[src/rtl/axi_lite_arbiter.sv]
// Purpose : two-client AXI4-Lite master sequencer; grants one client and runs a single-beat read or write.
// Latency : cN_ready is a registered pulse in the grant cycle; AXI valids rise the next cycle; zero-wait done arrives 3 cycles after ready.
// Backpressure: a client holds valid until its ready pulse; AXI valids hold until the slave's ready; one transfer in flight.
// Ports   : clk/rst (sync, active high); c0_*/c1_* client request/response; axi_* AXI4-Lite master; debug_state = FSM code.
// Config  : define ARB_ROUND_ROBIN_EN for round-robin arbitration; otherwise c0 has fixed priority.
module axi_lite_arbiter #(
    parameter logic [2:0] PROT = 3'b000
) (
    input  logic        clk,
    input  logic        rst,
    input  logic        c0_valid,
    output logic        c0_ready,
    input  logic        c0_we,
    input  logic [31:0] c0_addr,
    input  logic [31:0] c0_wdata,
    input  logic [3:0]  c0_wstrb,
    output logic        c0_done,
    output logic [31:0] c0_rdata,
    output logic [1:0]  c0_resp,
    input  logic        c1_valid,
    output logic        c1_ready,
    input  logic        c1_we,
    input  logic [31:0] c1_addr,
    input  logic [31:0] c1_wdata,
    input  logic [3:0]  c1_wstrb,
    output logic        c1_done,
    output logic [31:0] c1_rdata,
    output logic [1:0]  c1_resp,
    output logic [31:0] axi_araddr,
    output logic        axi_arvalid,
    input  logic        axi_arready,
    output logic [2:0]  axi_arprot,
    input  logic [31:0] axi_rdata,
    input  logic [1:0]  axi_rresp,
    input  logic        axi_rvalid,
    output logic        axi_rready,
    output logic [31:0] axi_awaddr,
    output logic        axi_awvalid,
    input  logic        axi_awready,
    output logic [2:0]  axi_awprot,
    output logic [31:0] axi_wdata,
    output logic [3:0]  axi_wstrb,
    output logic        axi_wvalid,
    input  logic        axi_wready,
    input  logic [1:0]  axi_bresp,
    input  logic        axi_bvalid,
    output logic        axi_bready,
    output logic [2:0]  debug_state
);

    typedef enum logic [2:0] {
        S_IDLE = 3'd0,
        S_AR   = 3'd1,
        S_R    = 3'd2,
        S_AW_W = 3'd3,
        S_B    = 3'd4,
        S_RESP = 3'd5
    } state_t;

    state_t      r_state, w_state_nxt;
    logic        r_c0_ready, r_c1_ready, r_c0_done, r_c1_done;
    logic        w_c0_ready_nxt, w_c1_ready_nxt, w_c0_done_nxt, w_c1_done_nxt;
    logic [31:0] r_rdata, w_rdata_nxt;
    logic [1:0]  r_resp, w_resp_nxt;
    logic        r_gnt, w_gnt_nxt;
    logic        r_we, w_we_nxt;
    logic [31:0] r_addr, w_addr_nxt, r_wdata, w_wdata_nxt;
    logic [3:0]  r_wstrb, w_wstrb_nxt;
    logic        r_arvalid, r_rready, r_awvalid, r_wvalid, r_bready;
    logic        w_arvalid_nxt, w_rready_nxt, w_awvalid_nxt, w_wvalid_nxt, w_bready_nxt;
    logic        w_pick, w_grant;

`ifdef ARB_ROUND_ROBIN_EN
    // 1 = c1 wins the next contested grant; cleared on reset so c0 goes first.
    logic        r_rr_prio;
    assign w_pick = (c0_valid && c1_valid) ? r_rr_prio : ~c0_valid;
`else
    assign w_pick = ~c0_valid;
`endif

    // Grants are issued from an idle slot with no pulse outstanding, or straight out of RESP
    // so the ready pulse lands in the following IDLE cycle (4-cycle minimum period).
    assign w_grant = (c0_valid || c1_valid) &&
                     ((r_state == S_IDLE && !r_c0_ready && !r_c1_ready) || r_state == S_RESP);

    always_comb begin
        w_state_nxt    = r_state;
        w_c0_ready_nxt = 1'b0;
        w_c1_ready_nxt = 1'b0;
        w_c0_done_nxt  = 1'b0;
        w_c1_done_nxt  = 1'b0;
        w_rdata_nxt    = r_rdata;
        w_resp_nxt     = r_resp;
        w_gnt_nxt      = r_gnt;
        w_we_nxt       = r_we;
        w_addr_nxt     = r_addr;
        w_wdata_nxt    = r_wdata;
        w_wstrb_nxt    = r_wstrb;
        w_arvalid_nxt  = r_arvalid;
        w_rready_nxt   = r_rready;
        w_awvalid_nxt  = r_awvalid;
        w_wvalid_nxt   = r_wvalid;
        w_bready_nxt   = r_bready;
        case (r_state)
            S_IDLE: begin
                // A ready pulse in flight means the fields were latched last edge.
                if (r_c0_ready || r_c1_ready) begin
                    if (r_we) begin
                        w_state_nxt   = S_AW_W;
                        w_awvalid_nxt = 1'b1;
                        w_wvalid_nxt  = 1'b1;
                    end else begin
                        w_state_nxt   = S_AR;
                        w_arvalid_nxt = 1'b1;
                    end
                end
            end
            S_AR: begin
                if (axi_arready) begin
                    w_arvalid_nxt = 1'b0;
                    w_rready_nxt  = 1'b1;
                    w_state_nxt   = S_R;
                end
            end
            S_R: begin
                if (axi_rvalid) begin
                    w_rready_nxt  = 1'b0;
                    w_rdata_nxt   = axi_rdata;
                    w_resp_nxt    = axi_rresp;
                    w_c0_done_nxt = ~r_gnt;
                    w_c1_done_nxt = r_gnt;
                    w_state_nxt   = S_RESP;
                end
            end
            S_AW_W: begin
                // Inside AW_W a low valid means that channel has already been accepted.
                if (axi_awready) w_awvalid_nxt = 1'b0;
                if (axi_wready)  w_wvalid_nxt  = 1'b0;
                if ((!r_awvalid || axi_awready) && (!r_wvalid || axi_wready)) begin
                    w_bready_nxt = 1'b1;
                    w_state_nxt  = S_B;
                end
            end
            S_B: begin
                if (axi_bvalid) begin
                    w_bready_nxt  = 1'b0;
                    w_resp_nxt    = axi_bresp;
                    w_c0_done_nxt = ~r_gnt;
                    w_c1_done_nxt = r_gnt;
                    w_state_nxt   = S_RESP;
                end
            end
            S_RESP:  w_state_nxt = S_IDLE;
            default: w_state_nxt = S_IDLE;
        endcase
        if (w_grant) begin
            w_c0_ready_nxt = ~w_pick;
            w_c1_ready_nxt = w_pick;
            w_gnt_nxt      = w_pick;
            w_we_nxt       = w_pick ? c1_we    : c0_we;
            w_addr_nxt     = w_pick ? c1_addr  : c0_addr;
            w_wdata_nxt    = w_pick ? c1_wdata : c0_wdata;
            w_wstrb_nxt    = w_pick ? c1_wstrb : c0_wstrb;
        end
    end

    always_ff @(posedge clk) begin
        if (rst) begin
            r_state    <= S_IDLE;
            r_c0_ready <= 1'b0;
            r_c1_ready <= 1'b0;
            r_c0_done  <= 1'b0;
            r_c1_done  <= 1'b0;
            r_rdata    <= '0;
            r_resp     <= '0;
            r_gnt      <= 1'b0;
            r_we       <= 1'b0;
            r_addr     <= '0;
            r_wdata    <= '0;
            r_wstrb    <= '0;
            r_arvalid  <= 1'b0;
            r_rready   <= 1'b0;
            r_awvalid  <= 1'b0;
            r_wvalid   <= 1'b0;
            r_bready   <= 1'b0;
        end else begin
            r_state    <= w_state_nxt;
            r_c0_ready <= w_c0_ready_nxt;
            r_c1_ready <= w_c1_ready_nxt;
            r_c0_done  <= w_c0_done_nxt;
            r_c1_done  <= w_c1_done_nxt;
            r_rdata    <= w_rdata_nxt;
            r_resp     <= w_resp_nxt;
            r_gnt      <= w_gnt_nxt;
            r_we       <= w_we_nxt;
            r_addr     <= w_addr_nxt;
            r_wdata    <= w_wdata_nxt;
            r_wstrb    <= w_wstrb_nxt;
            r_arvalid  <= w_arvalid_nxt;
            r_rready   <= w_rready_nxt;
            r_awvalid  <= w_awvalid_nxt;
            r_wvalid   <= w_wvalid_nxt;
            r_bready   <= w_bready_nxt;
        end
    end

`ifdef ARB_ROUND_ROBIN_EN
    always_ff @(posedge clk) begin
        if (rst)          r_rr_prio <= 1'b0;
        else if (w_grant) r_rr_prio <= ~w_pick;
    end
`endif

    assign c0_ready    = r_c0_ready;
    assign c1_ready    = r_c1_ready;
    assign c0_done     = r_c0_done;
    assign c1_done     = r_c1_done;
    assign c0_rdata    = r_rdata;
    assign c1_rdata    = r_rdata;
    assign c0_resp     = r_resp;
    assign c1_resp     = r_resp;
    assign axi_araddr  = r_addr;
    assign axi_awaddr  = r_addr;
    assign axi_wdata   = r_wdata;
    assign axi_wstrb   = r_wstrb;
    assign axi_arvalid = r_arvalid;
    assign axi_rready  = r_rready;
    assign axi_awvalid = r_awvalid;
    assign axi_wvalid  = r_wvalid;
    assign axi_bready  = r_bready;
    assign axi_arprot  = PROT;
    assign axi_awprot  = PROT;
    assign debug_state = r_state;

endmodule

[config.mk]
export PLATFORM = sky130hd
export DESIGN_NAME = axi_lite_arbiter
export DESIGN_NICKNAME = d
export VERILOG_FILES = /design/src/rtl/axi_lite_arbiter.sv
export SDC_FILE = /design/constraint.sdc
export NUM_CORES = 1
export LEC_CHECK = 0
export CAP_MARGIN = 20
export CELL_PAD_IN_SITES_DETAIL_PLACEMENT = 1
export CELL_PAD_IN_SITES_GLOBAL_PLACEMENT = 1
export CORE_MARGIN = 2
export CORE_UTILIZATION = 24
export DETAILED_ROUTE_END_ITERATION = 8
export GPL_TIMING_DRIVEN = 0
export PLACE_DENSITY = 0.9
export RECOVER_POWER = 25
export REMOVE_ABC_BUFFERS = 1
export SLEW_MARGIN = 10
export SYNTH_ARGS = -nofsm -noshare
export SYNTH_HDL_FRONTEND = slang
export SYNTH_SLANG_ARGS = --single-unit
[constraint.sdc]
create_clock -name clk -period 2.17 [get_ports clk]
set_clock_uncertainty 0.2 [all_clocks]
set_input_delay 0.217 -clock clk [delete_from_list [all_inputs] [get_ports clk]]
set_output_delay 0.217 -clock clk [all_outputs]
set_load 0.01 [all_outputs]
* Yosys cells after proc, flatten, opt, wreduce, memory -nomap -nowiden
Index checks and enable logic that the tools add are counted.
Cells by class: add/sub/neg operators 0, multiply operators 0, divide/modulo/power cells 0, magnitude comparators 0, equality and inequality tests 14, shifts and indexed selects 0, mux-type cells 36, bitwise gates (word level) 3, reductions and logical operators 28
Operators by type and width (number):
- two-way mux 32 bit | 2
- two-way mux 1 bit | 16
- != test 2 bit (second input constant) | 8
- two-way mux 3 bit | 5
- case mux 3 bit (5 select lines) | 1
- case mux 1 bit (2 select lines) | 7
- AND reduction 4 bit | 3
- nonzero test 2 bit | 5
- AND reduction 3 bit | 3
- equality test 3 x 2 -> 1 bit (second input constant) | 2
- equality test 3 bit (second input constant) | 2
- two-way mux 2 bit | 3
- logical OR 1 bit | 5
- AND reduction 5 bit | 1
- logical AND 1 bit | 4
- zero test 1 bit | 4
- two-way mux 4 bit | 1
- case mux 2 bit (2 select lines) | 1
- equality test 3 x 1 -> 1 bit (second input constant) | 1
- zero test 3 bit | 1
- NOT 1 bit | 3
- != test 2 x 1 -> 1 bit (second input constant) | 1
- AND reduction 2 bit | 1
- OR reduction 2 bit | 1
Word-level totals: register bits after elaboration 116, latch bits 0, RAM bits 0, memory bits (read-only) 0, bits of input ports 183, output and inout port bits 186, word-level logic and storage cells 98, memories kept 0

* Logic depth before layout (Yosys ltp)
depth in word-level cells 7, gate-level depth with buffers 7, depth with buffers taken out 4

* Worst setup path before layout
Ideal clock, no wire load.
kind register to register, start point reg r_state[0] (netlist: debug_state[0]), end point reg r_addr[0] (netlist: axi_araddr[0]), library setup time 0.086 ns, arrival 1.714 ns, data required time 1.884 ns, slack 0.171 ns, stages on the path, launching flop included 7, buffers on the path 2, period minus slack after synthesis 1.999 ns, cell sequence dfxtp_1 -> or4_1 -> a211oi_2 -> buf_4 -> buf_4 -> nor2_1 -> a211oi_1
Between the ends: word-level cells in the longest chain between the ends 5, elaborated cells on any way between the ends 6, those cells by class 1 x eq/ne; 5 x reduce/logical
RTL lines:
- start: declaration | RTL line 60 | state_t r_state, w_state_nxt;
- start signal: assignment | RTL line 187 | r_state <= w_state_nxt;
- zero test 3 bit | RTL line 84 | ((r_state == S_IDLE && !r_c0_ready && !r_c1_ready) || r_state == S_RESP);
- logical AND 1 bit (2 in a row) | RTL line 84
- logical OR 1 bit * | RTL line 84
- logical AND 1 bit * | RTL line 83 | assign w_grant = (c0_valid || c1_valid) &&
- end signal: assignment | RTL line 196 | r_addr <= w_addr_nxt;
- end: declaration | RTL line 67 | logic [31:0] r_addr, w_addr_nxt, r_wdata, w_wdata_nxt;
Every way passes the cells marked *; elsewhere a longest branch is shown, timed or not. A chain may end at the register's enable or synchronous reset.

* Worst setup path in the final report
start point reg r_state[0] (netlist: debug_state[0]), end point reg r_wdata[1] (netlist: axi_wdata[1])
Between the ends: word-level cells in the longest chain between the ends 5, elaborated cells on any way between the ends 6, those cells by class 1 x eq/ne; 5 x reduce/logical
RTL lines:
- zero test 3 bit | RTL line 84
- logical AND 1 bit (2 in a row) | RTL line 84
- logical OR 1 bit * | RTL line 84
- logical AND 1 bit * | RTL line 83
- end signal: assignment | RTL line 197 | r_wdata <= w_wdata_nxt;
- end: declaration | RTL line 67
Marks and branches as above.

==> results.ini <==
[critical_path]
reg2reg_slack_ns = -0.22
reg2reg_from = debug_state[0]
worstPathRequired_ns = 2.25
reg2regPathDepth = 8
r2r-end = axi_wdata[1]
cp-start-kind = flip-flop
crit_arrival_ns = 2.47
critical_path_class = reg2reg
end_kind = flip-flop
crit_path_max_fanout = 12

[placed_design]
numPortBuffers = 362
post-place-ws_ns = -0.8703
place_hpwl_mm = 16.09
gp_congestion = 0.7445
placedCellCount = 1146

[cts]
cts-root-buf = clkbuf_16
cts_buffer_depth = 2
clkTransAtPathRegs_ns = 0.05
cts_tree = built
cts.sinks = 116
htree_levels = 4
clock_latency_ns = 0.41
holdBufCountCts = 0
numCtsBuffers = 17

[floorplanning]
die_y_um = 153.2
coreArea_mm2 = 0.02182
io_pins = 369
dieWidth_um = 153.2
fp.dieArea_mm2 = 0.02347
row_count = 54
initial_utilization = 0.2448

[sta]
fin_crit_ns = 2.389
whs_ns = 0.1113
finalSetupTns_ns = -7.880
setup_slack_ns = -0.2191
hold_viol = 0
post-route-period-util = 1.101
tightest_slew_ns = 0.8221
rsz0062_at_grt = true
relSlewSlack = 0.4508
slew_violations = 0
max_freq_mhz = 418.6
setup_viol = 65

[logic_synthesis]
yosysWarningCount = 0
synth-seq-cells = 116
synth-edff-count = 0
ys.flop_type = dfxtp_1
netlist_top_cells_count = dfxtp_1, buf_4, nor2_1
syn-instance-count = 605
synthesis.area_mm2 = 0.005341
synth-seq-area-share = 0.4348
yosysTopAreaCellShare = 0.4348
syn_avg_cell_area_um2 = 8.829
ys_types = 31
synth_area_leaders = dfxtp_1, mux2i_1, buf_4
synthArstFlopShare = 0
yosysTopAreaCell = dfxtp_1
synth_most_common_cell = dfxtp_1

[grt]
grt_pass1_vias = 5929
grt_util_all_layers = 0.1805
gr-total-overflow = 0
antenna_found_initial = 1
grt_first_pass_wirelength_mm = 33.22
grt_max_degree = 57

[cells_and_area]
drive_gt1_frac = 0.1053
nets = 1092
layout.cells.non_filler = 1202
syn_to_final_growth_pct = 84.16

[drt]
drt-pass1-iter-count = 4
wl_mm = 22.16
via_per_inst = 4.630
wl_per_cell_um = 18.44
drc_errors = 0
dr_total_vias = 5565
ant_nets = 0
drt_first_iter_violations = 155

[status]
outcome = finished, violations left
violations = negative setup slack

[power]
leakagePower_nw = 3.855
ir_drop_mv = 0.9064
power.total_mw = 13.20
powerDensity_mw_per_mm2 = 1342

[hold_path]
holdPathStages = 3
hold_class = in2reg
min-delay-start = rst
hold-path-endpoint = debug_state[1]

[run]
drv_cap = 0

## through the flow
step / utilization / instance area (um^2)
2_1_floorplan: - / 4614
3_3_place_gp: 0.3935 / 8588
3_5_place_dp: 0.4037 / 8811
4_1_cts: 0.4401 / 9604
5_1_grt: 0.4506 / 9834
6_report: 0.4508 / 9837
## worst max-delay path by stage
stage	start	endpoint	depth (start not counted)
6_report	debug_state[0]	axi_wdata[1]	8
5_1_grt	debug_state[0]	axi_wdata[12]	9
4_1_cts	debug_state[0]	axi_araddr[7]	8
3_5_place_dp	debug_state[0]	axi_araddr[4]	9
3_3_place_gp	c0_valid	axi_wdata[7]	4
2_1_floorplan	debug_state[0]	axi_araddr[0]	3
## worst max-delay path, stage by stage (launching register included)
cell	delay, ns
dfxtp_4	0.34
or4_4	0.55
a211oi_4	0.30
buf_8	0.15
buf_12	0.10
buf_12	0.11
buf_12	0.13
bufbuf_16	0.28
a211oi_1	0.08
## state kept, by name (all words and copies together), names as in the netlist
| register | flops |
|---|---|
| axi_araddr | 32 |
| axi_arvalid | 1 |
| axi_awvalid | 1 |
| axi_bready | 1 |
| axi_rready | 1 |
| axi_wdata | 32 |
| axi_wstrb | 4 |
| axi_wvalid | 1 |
| c0_done | 1 |
| c0_rdata | 32 |
| c0_ready | 1 |
| c0_resp | 2 |
| c1_done | 1 |
| c1_ready | 1 |
| debug_state | 3 |
| r_gnt | 1 |
| r_we | 1 |
## metal layers
metal,part of all wire,routed length [um],GRT usage,up-vias
met5,0,0,0,-
met4,0.015,335,0.04938,0
met3,0.083,1835,0.07117,25
met2,0.53,11680,0.3297,247
met1,0.37,8309,0.1924,2663
li1,-,-,-,2630
## cell families (layout without fill, tap and decap cells)
| group | after synthesis | in the layout | share of synthesized area |
|---|---|---|---|
| DFF | 116 | 116 | 0.4348 |
| muxes | 72 | 72 | 0.1349 |
| and+or+nand+nor | 171 | 171 | 0.1305 |
| AOI/OAI and AO/OA | 123 | 123 | 0.1560 |
| other | 1 | 7 | 0.0007021 |
| buffers and inverters | 122 | 433 | 0.1431 |
## where the power goes
group          switching [mW]  internal, mW
registers               0.621          2.92
logic                    3.07          3.96
clock network            1.02          1.62
total                    4.71          8.49
## layout by cell type (no fill, tap or decap), drive strengths merged, types with 2 or more instances in the layout
cell / netlist / layout
clkdlybuf4s50: 0 / 311
dfxtp: 116 / 116
nor2: 79 / 79
nand2: 73 / 73
a211oi: 73 / 73
mux2i: 72 / 72
dlygate4sd3: 0 / 49
a21oi: 38 / 38
buf: 87 / 34
clkbuf: 30 / 22
clkinv: 0 / 7
conb: 1 / 6
inv: 5 / 5
and3: 3 / 3
nor2b: 3 / 3
o21a: 3 / 3
o31ai: 2 / 2
a31oi: 2 / 2
nand3b: 2 / 2
nor3: 2 / 2
clkinvlp: 0 / 2
bufbuf: 0 / 2
or4: 2 / 2
nand3: 2 / 2
## final cells by class
class | instances | area [um^2]
diodes | 1 | 2.502
clock buffers | 21 | 460.4
clock inverters | 10 | 83.83
fillers | 2427 | 11990
inverters | 5 | 18.77
multi-input cells | 372 | 2407
flip-flops and latches | 116 | 2327
well taps | 280 | 350.3
repair buffers | 397 | 4187
## what timing repair did
action                     CTS  global route
pin swaps                   16            16
gates cloned                 4             1
gates resized for setup     13            36
setup endpoints to repair   67            97
buffers inserted             9            10
(Power assumes the default switching activity.)
